==> src/rtl/z_branch_history_table.sv <==
// z_branch_history_table
//   Branch direction predictor built from 2^INDEX_BITS saturating counters.
//   With GHR_BITS=0 the table is indexed directly by PC bits (bimodal).
//   With GHR_BITS>0 the PC bits are XORed with a global history register (gshare).
//   A prediction is returned one cycle after a request. The execute stage
//   trains the table through the resolve (upd_*) port.
//
// Ports
//   clk            clock, rising edge
//   clrn           asynchronous active-low reset
//   pred_req       prediction request this cycle
//   pred_pc        PC of the branch being fetched
//   pred_valid     registered, high the cycle after pred_req
//   pred_taken     registered, MSB of the selected counter
//   pred_index     registered, index used (handed back later as upd_index)
//   upd_valid      a resolved branch is presented this cycle
//   upd_index      index captured at prediction time
//   upd_taken      actual branch outcome
//   upd_mispred    the prediction was wrong (statistics only)
//   ghr_flush      clear the global history
//   mispred_count  saturating count of mispredictions

module z_branch_history_table #(
  parameter int PC_BITS    = 32,
  parameter int INDEX_BITS = 6,
  parameter int CTR_BITS   = 2,
  parameter int GHR_BITS   = 0
) (
  input  logic                  clk,
  input  logic                  clrn,
  input  logic                  pred_req,
  input  logic [PC_BITS-1:0]    pred_pc,
  output logic                  pred_valid,
  output logic                  pred_taken,
  output logic [INDEX_BITS-1:0] pred_index,
  input  logic                  upd_valid,
  input  logic [INDEX_BITS-1:0] upd_index,
  input  logic                  upd_taken,
  input  logic                  upd_mispred,
  input  logic                  ghr_flush,
  output logic [15:0]           mispred_count
);

  localparam int DEPTH = 1 << INDEX_BITS;
  // The history register is kept at least one bit wide so it stays legal
  // when GHR_BITS=0. In that case the register is never written and stays zero.
  localparam int GHR_W = (GHR_BITS > 0) ? GHR_BITS : 1;
  localparam logic [CTR_BITS-1:0] CTR_MAX  = '1;
  localparam logic [CTR_BITS-1:0] CTR_INIT = {1'b0, {(CTR_BITS-1){1'b1}}};

  logic [CTR_BITS-1:0]   ctr_table [DEPTH];
  logic [GHR_W-1:0]      ghr;
  logic [INDEX_BITS-1:0] ghr_ext;
  logic [INDEX_BITS-1:0] pred_idx;
  logic [CTR_BITS-1:0]   upd_ctr_cur;
  logic [CTR_BITS-1:0]   upd_ctr_next;
  logic [CTR_BITS-1:0]   pred_ctr;
  logic                  unused_pc_bits;

  // The PC bits above the index field, and the byte offset, do not take
  // part in indexing.
  assign unused_pc_bits = ^{pred_pc[PC_BITS-1:INDEX_BITS+2], pred_pc[1:0]};

  // Build the index, compute the trained counter value, and read the
  // counter for the prediction. When an update hits the entry being
  // predicted, the post-update value is forwarded (write-first).
  // The index always uses the history as it was before this edge's shift.
  always_comb begin
    ghr_ext = '0;
    if (GHR_BITS > 0) ghr_ext = INDEX_BITS'(ghr);
    pred_idx = pred_pc[INDEX_BITS+1:2] ^ ghr_ext;

    upd_ctr_cur  = ctr_table[upd_index];
    upd_ctr_next = upd_ctr_cur;
    if (upd_taken && (upd_ctr_cur != CTR_MAX))
      upd_ctr_next = upd_ctr_cur + 1'b1;
    else if (!upd_taken && (upd_ctr_cur != '0))
      upd_ctr_next = upd_ctr_cur - 1'b1;

    pred_ctr = ctr_table[pred_idx];
    if (upd_valid && (upd_index == pred_idx))
      pred_ctr = upd_ctr_next;
  end

  // Counter table. Reset puts every entry at weakly not-taken, and a
  // resolve writes only the entry it names.
  always_ff @(posedge clk or negedge clrn) begin
    if (!clrn) begin
      for (int i = 0; i < DEPTH; i++) ctr_table[i] <= CTR_INIT;
    end else if (upd_valid) begin
      ctr_table[upd_index] <= upd_ctr_next;
    end
  end

  // Global history is non-speculative: it shifts in resolved outcomes only.
  // A flush takes priority over a shift on the same edge.
  always_ff @(posedge clk or negedge clrn) begin
    if (!clrn) begin
      ghr <= '0;
    end else if (ghr_flush) begin
      ghr <= '0;
    end else if (upd_valid && (GHR_BITS > 0)) begin
      ghr <= GHR_W'({ghr, upd_taken});
    end
  end

  // Prediction outputs. The taken flag and index hold when there is no
  // request, so later stages can still read the last prediction.
  always_ff @(posedge clk or negedge clrn) begin
    if (!clrn) begin
      pred_valid <= 1'b0;
      pred_taken <= 1'b0;
      pred_index <= '0;
    end else begin
      pred_valid <= pred_req;
      if (pred_req) begin
        pred_taken <= pred_ctr[CTR_BITS-1];
        pred_index <= pred_idx;
      end
    end
  end

  // The misprediction counter stops at all-ones instead of wrapping.
  always_ff @(posedge clk or negedge clrn) begin
    if (!clrn) begin
      mispred_count <= '0;
    end else if (upd_valid && upd_mispred && (mispred_count != 16'hFFFF)) begin
      mispred_count <= mispred_count + 16'd1;
    end
  end

endmodule
==> config.mk <==
export PLATFORM = sky130hd
export DESIGN_NAME = z_branch_history_table
export DESIGN_NICKNAME = d
export VERILOG_FILES = /design/src/rtl/z_branch_history_table.sv
export SDC_FILE = /design/constraint.sdc
export NUM_CORES = 1
export LEC_CHECK = 0
export BUFFER_PORTS_ARGS = -buffer_cell sky130_fd_sc_hd__buf_2
export CAP_MARGIN = 20
export CELL_PAD_IN_SITES_DETAIL_PLACEMENT = 0
export CELL_PAD_IN_SITES_GLOBAL_PLACEMENT = 1
export CORE_ASPECT_RATIO = 0.7
export CORE_MARGIN = 1
export CORE_UTILIZATION = 49
export CTS_CLUSTER_SIZE = 28
export DETAILED_ROUTE_END_ITERATION = 6
export GPL_ROUTABILITY_DRIVEN = 0
export PLACE_DENSITY_LB_ADDON = 0.1
export SYNTH_ARGS = -nofsm -noshare
export SYNTH_HDL_FRONTEND = slang
export SYNTH_SLANG_ARGS = --single-unit
export TNS_END_PERCENT = 5
==> constraint.sdc <==
create_clock -name clk -period 4.4 [get_ports clk]
set_clock_uncertainty 0.05 [all_clocks]
set_input_delay 0.44 -clock clk [delete_from_list [all_inputs] [get_ports clk]]
set_output_delay 0.44 -clock clk [all_outputs]
set_load 0.1 [all_outputs]
==> Yosys cells after proc, flatten, opt, wreduce, memory -nomap -nowiden <==
Cells that the tools add are included.
{ "word_totals": {"register_bits": 152, "elab_cells": 99, "inputBits": 45, "out_inout_bits": 24} }
{ "op_classes": {"n_reduce_logical": 8, "eq_ne": 3, "muxes": 12, "bitwise_logic": 2, "order_cmp": 3, "add_sub_neg": 3} }
{ "op_table": {"columns": ["operator", "count"], "rows": [
  ["$bwmux 128", 1],
  ["$bmux 2 s6", 2],
  ["$add 16x1->16 const B", 1],
  ["$mux 2", 8],
  ["$ne 16x16->1 const B", 1],
  ["$ge 7x7->1 const B", 2],
  ["$not 6->7", 2],
  ["$demux 2 s6", 1],
  ["$lt 7x1->1 const B", 1],
  ["$eq 6x6->1", 1],
  ["$logic_and 1x1->1", 6],
  ["$add 2x1->2 const B", 1],
  ["$ne 2x2->1 const B", 1],
  ["$reduce_bool 2->1", 1],
  ["$sub 2x1->2 const B", 1],
  ["$logic_not 1->1", 1]
]} }

==> Longest topological paths before layout <==
Gate-level depths: netlist of the first run.
{ "logic_depth": {"word_depth": 9, "depth_mapped": 17} }

==> Worst setup path after synthesis of the first run <==
No wires, ideal clock.
{ "synth_path": {"kind": "input-to-reg", "startpoint": "input port upd_index[0]", "endpoint": "register ctr_table[18] (netlist name)", "path_slack_ns": 0.860, "path_buffers": 2, "cell_stages": 11, "setup_ns": 0.082, "arrival_time_ns": 3.408, "path_cell_list": "buf_6 -> mux2_2 -> a221oi_1 -> o22ai_1 -> a221o_1 -> or4b_4 -> ha_1 -> a21boi_0 -> xor2_4 -> buf_6 -> mux2_2"} }
{ "synth_via": {"elab_chain_cells": 9, "word_cells_on_any_way": 18} }
{ "synth_lines": {"columns": ["item", "line", "rtl"], "rows": [
  ["start: declaration", "37", "input logic [INDEX_BITS-1:0] upd_index,"],
  ["$not 6->7 (not written as such) *", "73, 91", null],
  ["parallel branches: the longest is 7 deep, another holds $sub 2x1->2", null, null],
  ["$bwmux 128 *", "91", "ctr_table[upd_index] <= upd_ctr_next;"],
  ["end signal: indexed assignment", "91", null],
  ["end: declaration", "51", "logic [CTR_BITS-1:0] ctr_table [DEPTH];"]
]} }
Mark *: on every way between the ends. The select of a mux whose other input is x is not followed.
A chain may end at the register's enable or synchronous reset.

==> Worst setup path after layout of the first run <==
{ "layout_path": {"startpoint": "input port upd_index[0]", "endpoint": "register ctr_table[66] (netlist name)"} }
Same word-level chain as after synthesis.

==> flow_metrics.py, run 1 <==
metrics = {
    "detailed_routing": {
        "drc_errors": 0,
        "wirelength_mm": 23.5,
        "drtPass1Iterations": 5,
        "routedWlPerCell_um": 24.4,
        "vias": 5958,
        "drtIter0Drc": 638,
        "ant_nets": 0,
        "vias_per_cell": 6.19,
    },
    "final_layout": {
        "nets": 772,
        "final_cell_count_no_fill": 962,
        "final_common_cell": "mux2_2",
        "fin_area_um2": 9580,
        "area_delta_synth_final_pct": 15.0,
        "n_fill_cell": 1376,
        "final_cell_mix": "mux2_2, dfrtp_1, dfstp_2",
        "n_antenna_cell": 0,
        "drive_above_1_share_pct": 49.5,
    },
    "synthesis": {
        "async_flop_share_pct": 100,
        "syn_nets": 717,
        "ys_seq_area_share_pct": 46.6,
        "synthesis.area_um2": 8330,
        "yosys.cell_types.count": 59,
        "synth_ff_type": "dfrtp_1",
        "synthTopCellsByArea": "dfrtp_1, dfstp_2, mux2_2, mux4_2, nand2_1",
        "yosys.area.top_type": "dfrtp_1",
        "synth_edf_count": 0,
        "yosysTopAreaCellShare_pct": 26.4,
        "syn_inst": 669,
        "ys_seq_elements": 152,
        "synthesis.yosys.warnings": 0,
        "syn_area_per_cell_um2": 12.5,
    },
    "global_routing": {
        "grt_pass1_wl_mm": 36.7,
        "grt_overflow": 0,
        "grt_usage_pct": 28.9,
        "first_global_vias": 5973,
        "antenna_found_initial": 0,
        "grt_start_max_net_pins": 79,
    },
    "sta": {
        "tns_ns": 0,
        "hold_viol": 7,
        "finalSetupViolCount": 0,
        "rsz0062_at_grt": "no",
        "fmax_mhz": 250,
        "drv_slew": 0,
        "tightest_slew_ns": 1.19,
        "min_period_over_period_pct": 90.9,
        "holdWs_ns": -0.0216,
        "slew_headroom_pct": 20.6,
        "period_minus_slack_ns": 4.00,
    },
    "critical_path": {
        "cp-startpoint": "upd_index[0]",
        "crit_path_start_kind": "input pin",
        "worstSetupPathType": "in -> reg",
        "crit_arrival_ns": 4.33,
        "critPathMaxFanout": 32,
        "critical-path-slowest-cell": "a2111oi_0",
        "cp_cell_sequence": "buf_2, buf_12, and2_0, buf_4, a22o_1, a2111oi_0, buf_4, nand4_1, nor3_2, inv_1, ha_1, a21boi_0, xor2_4, buf_12, mux2_2",
        "r2r-start": "ctr_table[40]$_DFFE_PN1P_",
        "endpoint_kind": "register",
        "worstPathRequired_ns": 4.73,
        "max_stage_delay_ns": 0.55,
    },
    "clock_network": {
        "cts_setup_buffers": 0,
        "cts-buffers-inserted": 17,
        "cts_tree": "built",
        "clk_path_buf_depth": 2,
        "root_buffer": "clkbuf_16",
        "cts.sinks": 152,
        "ctsResizeCount": 0,
        "clock_latency_ns": 0.44,
        "clk_pin_slew_ns": 0.06,
        "htreeDepth": 4,
        "cts_hold_buf": 0,
    },
    "power": {
        "p_per_area_nw_per_um2": 522,
        "p_leak_nw": 4.00,
        "power_w": 0.00500,
        "ir_drop_uv": 409,
    },
    "floorplanning": {
        "die_x_um": 158,
        "fp.dieH_um": 111,
        "start_util_pct": 50.7,
        "dieArea_um2": 17500,
        "io_pins": 69,
        "core_um2": 16400,
        "num_rows": 39,
    },
    "place": {
        "dpl.hpwl_mm": 16.2,
        "placedCellCount": 930,
        "dpl_cell_area_um2": 8940,
        "io_buffers": 41,
    },
    "run": {
        "max-cap-violations": 0,
    },
    "min_path": {
        "holdCritPathClass": "in -> async",
    },
    "outcome": {
        "violations": "hold timing",
        "status": "finished, violations left",
    },
}
[through the flow]
| step | util, % | worst slack, ns | hold WS (ns) |
|---|---|---|---|
| 5_1_grt | 58.3 | 0.281 | 0.0301 |
| 6_report | 58.3 | 0.400 | -0.0216 |
| 3_3_place_gp | 54.3 | 0.0517 | 0.419 |
| 2_1_floorplan | - | 0.860 | 0.0944 |
| 4_1_cts | 58.3 | 0.436 | 0.0239 |
| 3_5_place_dp | 54.3 | 0.000949 | 0.440 |
[registers in the layout, indices dropped and copies added (netlist names)]
name / cells
pred_index: 6
mispred_count: 16
pred_valid: 1
pred_taken: 1
ctr_table: 128
[critical path, delay by kind of cell]
| kind | cells | cell delay (ns) |
|---|---|---|
| xor+xnor | 1 | 0.42 |
| simple gates | 3 | 0.70 |
| buf+inv | 6 | 1.12 |
| compound gates | 3 | 1.22 |
| fa+ha+maj | 1 | 0.19 |
| mux | 1 | 0.18 |
[Yosys cell counts (8+ instances only)]
master	instances
buf_2	11
mux2_2	129
buf_4	8
mux2_4	12
nand3_1	19
dfstp_2	64
and3_1	8
nand3b_1	12
or3b_2	9
a211oi_1	8
nand2b_1	10
clkbuf_1	14
buf_6	11
xnor2_1	14
mux4_2	27
nor2_1	42
a21oi_1	12
dfrtp_1	88
mux2i_1	14
nand2_1	54
a22oi_1	8
[worst paths after layout]
kind	end	slack, ns	cells after the start
min reg2reg	mispred_count[12]$_DFFE_PN0P_	0.44	1
min in group clk	pred_valid$_DFF_PN0_	0.19	1
max in group asynchronous	ctr_table[50]$_DFFE_PN1P_	3.43	2
max reg2reg	ctr_table[66]$_DFFE_PN1P_	0.66	11
min	ctr_table[47]$_DFFE_PN0P_	-0.02	1
max	ctr_table[66]$_DFFE_PN1P_	0.40	15
[metal layers]
layer / GRT usage, % / up-vias / share of wire [%]
li1: - / 2570 / -
met1: 44.8 / 3104 / 47
met2: 39.9 / 253 / 43
met3: 6.72 / 31 / 7.7
met4: 7.83 / 0 / 1.5
met5: 0 / - / 0
[logic make-up (layout without fill, tap and decap cells)]
family	Yosys count	in the layout	share of synthesized area, %
flops	152	152	46.6
simple gates	187	187	11.5
mux	183	183	28.9
xor+xnor	22	22	2.54
compound gates	67	67	5.95
buf+inv	55	123	4.00
fa+ha+maj	3	3	0.451
[layout make-up]
| cell class | count | area (um2) | area share (%) |
|---|---|---|---|
| timing repair buffer | 84 | 609 | 6.36 |
| tap | 225 | 282 | 2.94 |
| sequential | 152 | 3880 | 40.5 |
| clock buffer | 20 | 457 | 4.77 |
| clock inverter | 12 | 188 | 1.96 |
| multi-input combinational | 462 | 4140 | 43.2 |
| inverter | 7 | 26.3 | 0.274 |
[power breakdown]
part	switching, W	internal [W]
logic	0.000765	0.000571
clock network	0.000622	0.000989
registers	0.000239	0.00182
total	0.00163	0.00338
(Power assumes the default switching activity.)
==> inputs of run 2 (changes only) <==
- ABC_AREA: default -> 1
- CORE_UTILIZATION: 49 -> 44
- CTS_CLUSTER_SIZE: 28 -> 14
==> run 2 against run 1 <==
  * The run still ends with hold timing left
  * Worst hold slack better by 0.021 ns
  * Count of clock-buffer cells in the layout decreased by 3
  * Critical path type unchanged
  * Die area is 16% higher
  * Critical path depth grew 4
  * Area after synthesis increased by 4.7%
  * Clock power is 7% lower
  * Routed wire length up 22%
  * Via count up 36%
  * Design area rose by 2.4%
  * Power fell by 9.0%
  * Non-clock buffer count is 21 lower
==> flow_metrics.py, run 2 <==
metrics = {
    "outcome": {
        "status": "finished, violations left",
        "violations": "hold timing",
    },
    "synthesis": {
        "synth_edf_count": 0,
        "ys_seq_area_share_pct": 44.6,
        "synth_common_cells": "nand2_1, inv_1, nand3_1",
        "yosys.area.top_type": "dfrtp_1",
        "synthTopCellsByArea": "dfrtp_1, dfstp_2, nand2_1, nand3_1, inv_1",
        "syn_inst": 1262,
        "synth_ff_type": "dfrtp_1",
        "synthesis.area_um2": 8720,
        "synthesis.yosys.warnings": 0,
        "yosysTopAreaCellShare_pct": 25.3,
        "yosys.cell_types.count": 32,
        "syn_nets": 1310,
        "yosys.cell_count.top_type": "nand2_1",
        "syn_area_per_cell_um2": 6.91,
        "ys_seq_elements": 152,
        "async_flop_share_pct": 100,
    },
    "sta": {
        "slew_headroom_pct": 44.5,
        "fmax_mhz": 312,
        "hold_viol": 2,
        "drv_slew": 0,
        "holdWs_ns": -0.000393,
        "finalWorstSetupSlack_ns": 1.19,
        "finalSetupViolCount": 0,
        "rsz0062_at_grt": "no",
        "min_period_over_period_pct": 72.9,
        "period_minus_slack_ns": 3.21,
        "tns_ns": 0,
        "tightest_slew_ns": 0.832,
    },
    "detailed_routing": {
        "drtPass1Iterations": 5,
        "wl_met3_mm": 2.02,
        "ant_nets": 0,
        "vias": 8125,
        "dr_wl_met2_mm": 11.8,
        "wirelength_mm": 28.6,
        "vias_per_cell": 5.17,
        "drc_errors": 0,
        "drt-met1-wl_mm": 14.3,
        "maxUsedRoutingLayer": "met4",
        "routedWlPerCell_um": 18.2,
        "drtIter0Drc": 765,
    },
    "power": {
        "p_seq_share_pct": 41.5,
        "p_int_w": 0.00280,
        "clock_power_share_pct": 32.9,
        "p_leak_nw": 4.59,
        "switching_share_pct": 38.5,
        "p_switching_w": 0.00175,
        "p_per_area_nw_per_um2": 464,
        "ir_drop_uv": 335,
        "power_frac_comb_pct": 25.6,
    },
    "floorplanning": {
        "die_x_um": 170,
        "io_pins": 69,
        "dieArea_um2": 20400,
        "fp.dieH_um": 120,
        "core_um2": 19100,
        "num_rows": 42,
        "start_util_pct": 45.6,
    },
    "final_layout": {
        "drive_above_1_share_pct": 13.2,
        "largest_reg_flops": 128,
        "regArea_um2": 3880,
        "n_fill_cell": 1991,
        "final_common_cell": "nand2_1",
        "largestRegisters": "ctr_table (128), mispred_count (16), pred_index (6)",
        "final_cell_mix": "nand2_1, inv_1, nand3_1",
        "n_antenna_cell": 0,
        "finish.utilization_pct": 51.3,
        "top_register": "ctr_table",
        "nets": 1342,
        "multiInputGateArea_um2": 3890,
        "area_delta_synth_final_pct": 12.5,
    },
    "critical_path": {
        "critical-path-slowest-cell": "nor2_2",
        "critPathMaxFanout": 58,
        "max_stage_delay_ns": 0.48,
        "crit_buf_inv": 5,
        "rrSetupSlack_ns": 1.57,
        "r2r-end": "ctr_table[12]$_DFFE_PN1P_",
        "critical_path.top_delay_family": "simple AND/OR/NAND/NOR gates",
        "worstSetupPathType": "in -> reg",
        "r2r-start": "ctr_table[32]$_DFFE_PN1P_",
        "ff2ff_path_depth": 17,
        "cp_cell_sequence": "buf_2, nor2_2, nand2_1, inv_1, nand2_1, nand4_1, o21ai_0, buf_4, nand2_1, nor2_2, nand2_1, inv_1, ha_1, nor2_1, nor2_1, nand3_2, buf_12, nand3_1, nand2_1",
        "endpoint_kind": "register",
        "crit_arrival_ns": 3.54,
        "worstPathRequired_ns": 4.73,
        "crit_path_start_kind": "input pin",
        "crit_top_cell": "nand2_1",
    },
    "clock_network": {
        "cts-buffers-inserted": 17,
        "clk_pin_slew_ns": 0.07,
        "clock_latency_ns": 0.45,
        "root_buffer": "clkbuf_16",
        "ctsResizeCount": 0,
        "htreeDepth": 4,
        "cts_setup_buffers": 0,
        "cts_hold_buf": 0,
        "cts.sinks": 152,
        "clk_path_buf_depth": 2,
        "cts_tree": "built",
    },
    "place": {
        "dpl.hpwl_mm": 18.1,
        "pre_cts_ws_ns": 0.836,
        "io_buffers": 41,
    },
    "run": {
        "max-cap-violations": 0,
    },
    "global_routing": {
        "first_global_vias": 7619,
        "grt_start_max_net_pins": 85,
        "grt_overflow": 0,
        "grt_pass1_wl_mm": 44.6,
        "grt_usage_pct": 29.8,
        "antenna_found_initial": 0,
    },
    "min_path": {
        "holdCritPathClass": "in -> async",
    },
}
## run 2: final cells by class
class | count | area share, %
flip-flops and latches | 152 | 39.6
inverters | 178 | 6.81
repair buffers | 63 | 4.60
well taps | 264 | 3.37
clock inverters | 15 | 1.62
multi-input cells | 882 | 39.7
clock buffers | 17 | 4.34
## run 2: per-layer routing
layer | global-route usage [%] | vias up
met3 | 5.38 | 32
met4 | 8.84 | 0
li1 | - | 4010
met5 | 0 | -
met1 | 45.6 | 3785
met2 | 42.2 | 298
## run 2: worst register-to-register path: stages, from the launching register on
cell     delay, ns
dfstp_2       0.53
nand2_1       0.05
a21oi_1       0.19
or2_0         0.15
nand2_1       0.06
nand2_1       0.09
nand2_1       0.07
nand2_1       0.10
nor2_1        0.09
nand2_1       0.16
inv_1         0.06
ha_1          0.19
nor2_1        0.20
nor2_1        0.10
nand3_2       0.11
buf_12        0.30
nand3_1       0.19
nand2_1       0.09
## run 2: cells by family (layout without fill, tap and decap cells)
logic type	count (synthesis)	count (layout)	share of synthesized area, %
xor+xnor	16	16	1.61
compound gates	125	125	7.28
buf+inv	228	273	10.8
fa+ha+maj	3	3	0.431
flops	152	152	44.6
simple gates	738	738	35.3
## run 2: how the worst max path moves through the flow
stage | startpoint | endpoint | slack (ns) | depth (start not counted)
6_report | upd_index[2] | ctr_table[12]$_DFFE_PN1P_ | 1.19 | 19
5_1_grt | upd_index[2] | ctr_table[46]$_DFFE_PN1P_ | 1.07 | 19
4_1_cts | upd_index[2] | ctr_table[12]$_DFFE_PN1P_ | 1.29 | 19
3_5_place_dp | upd_index[2] | ctr_table[66]$_DFFE_PN1P_ | 0.84 | 19
3_3_place_gp | upd_index[2] | ctr_table[80]$_DFFE_PN1P_ | 0.88 | 19
2_1_floorplan | upd_index[2] | ctr_table[121]$_DFFE_PN0P_ | 1.80 | 19
## run 2: power by group through the flow
stage	registers, W	clock network, W	logic (W)
3_5_place_dp	0.00190	0	0.00117
4_1_cts	0.00188	0.00151	0.00117
3_3_place_gp	0.00190	0	0.00115
6_report	0.00189	0.00150	0.00117
5_1_grt	0.00192	0.00156	0.00128
2_1_floorplan	0.00218	0	0.000555
## run 2: per-stage QoR
step	power, W	cells	instance area (um2)	hold slack (ns)
floorplan	0.00273	1262	8720	0.0944
global placement	0.00306	1539	9230	0.404
detailed placement	0.00307	1539	9230	0.406
CTS	0.00456	1571	9810	0.0456
global route	0.00475	1571	9810	0.0679
finish	0.00455	1571	9810	-0.000393
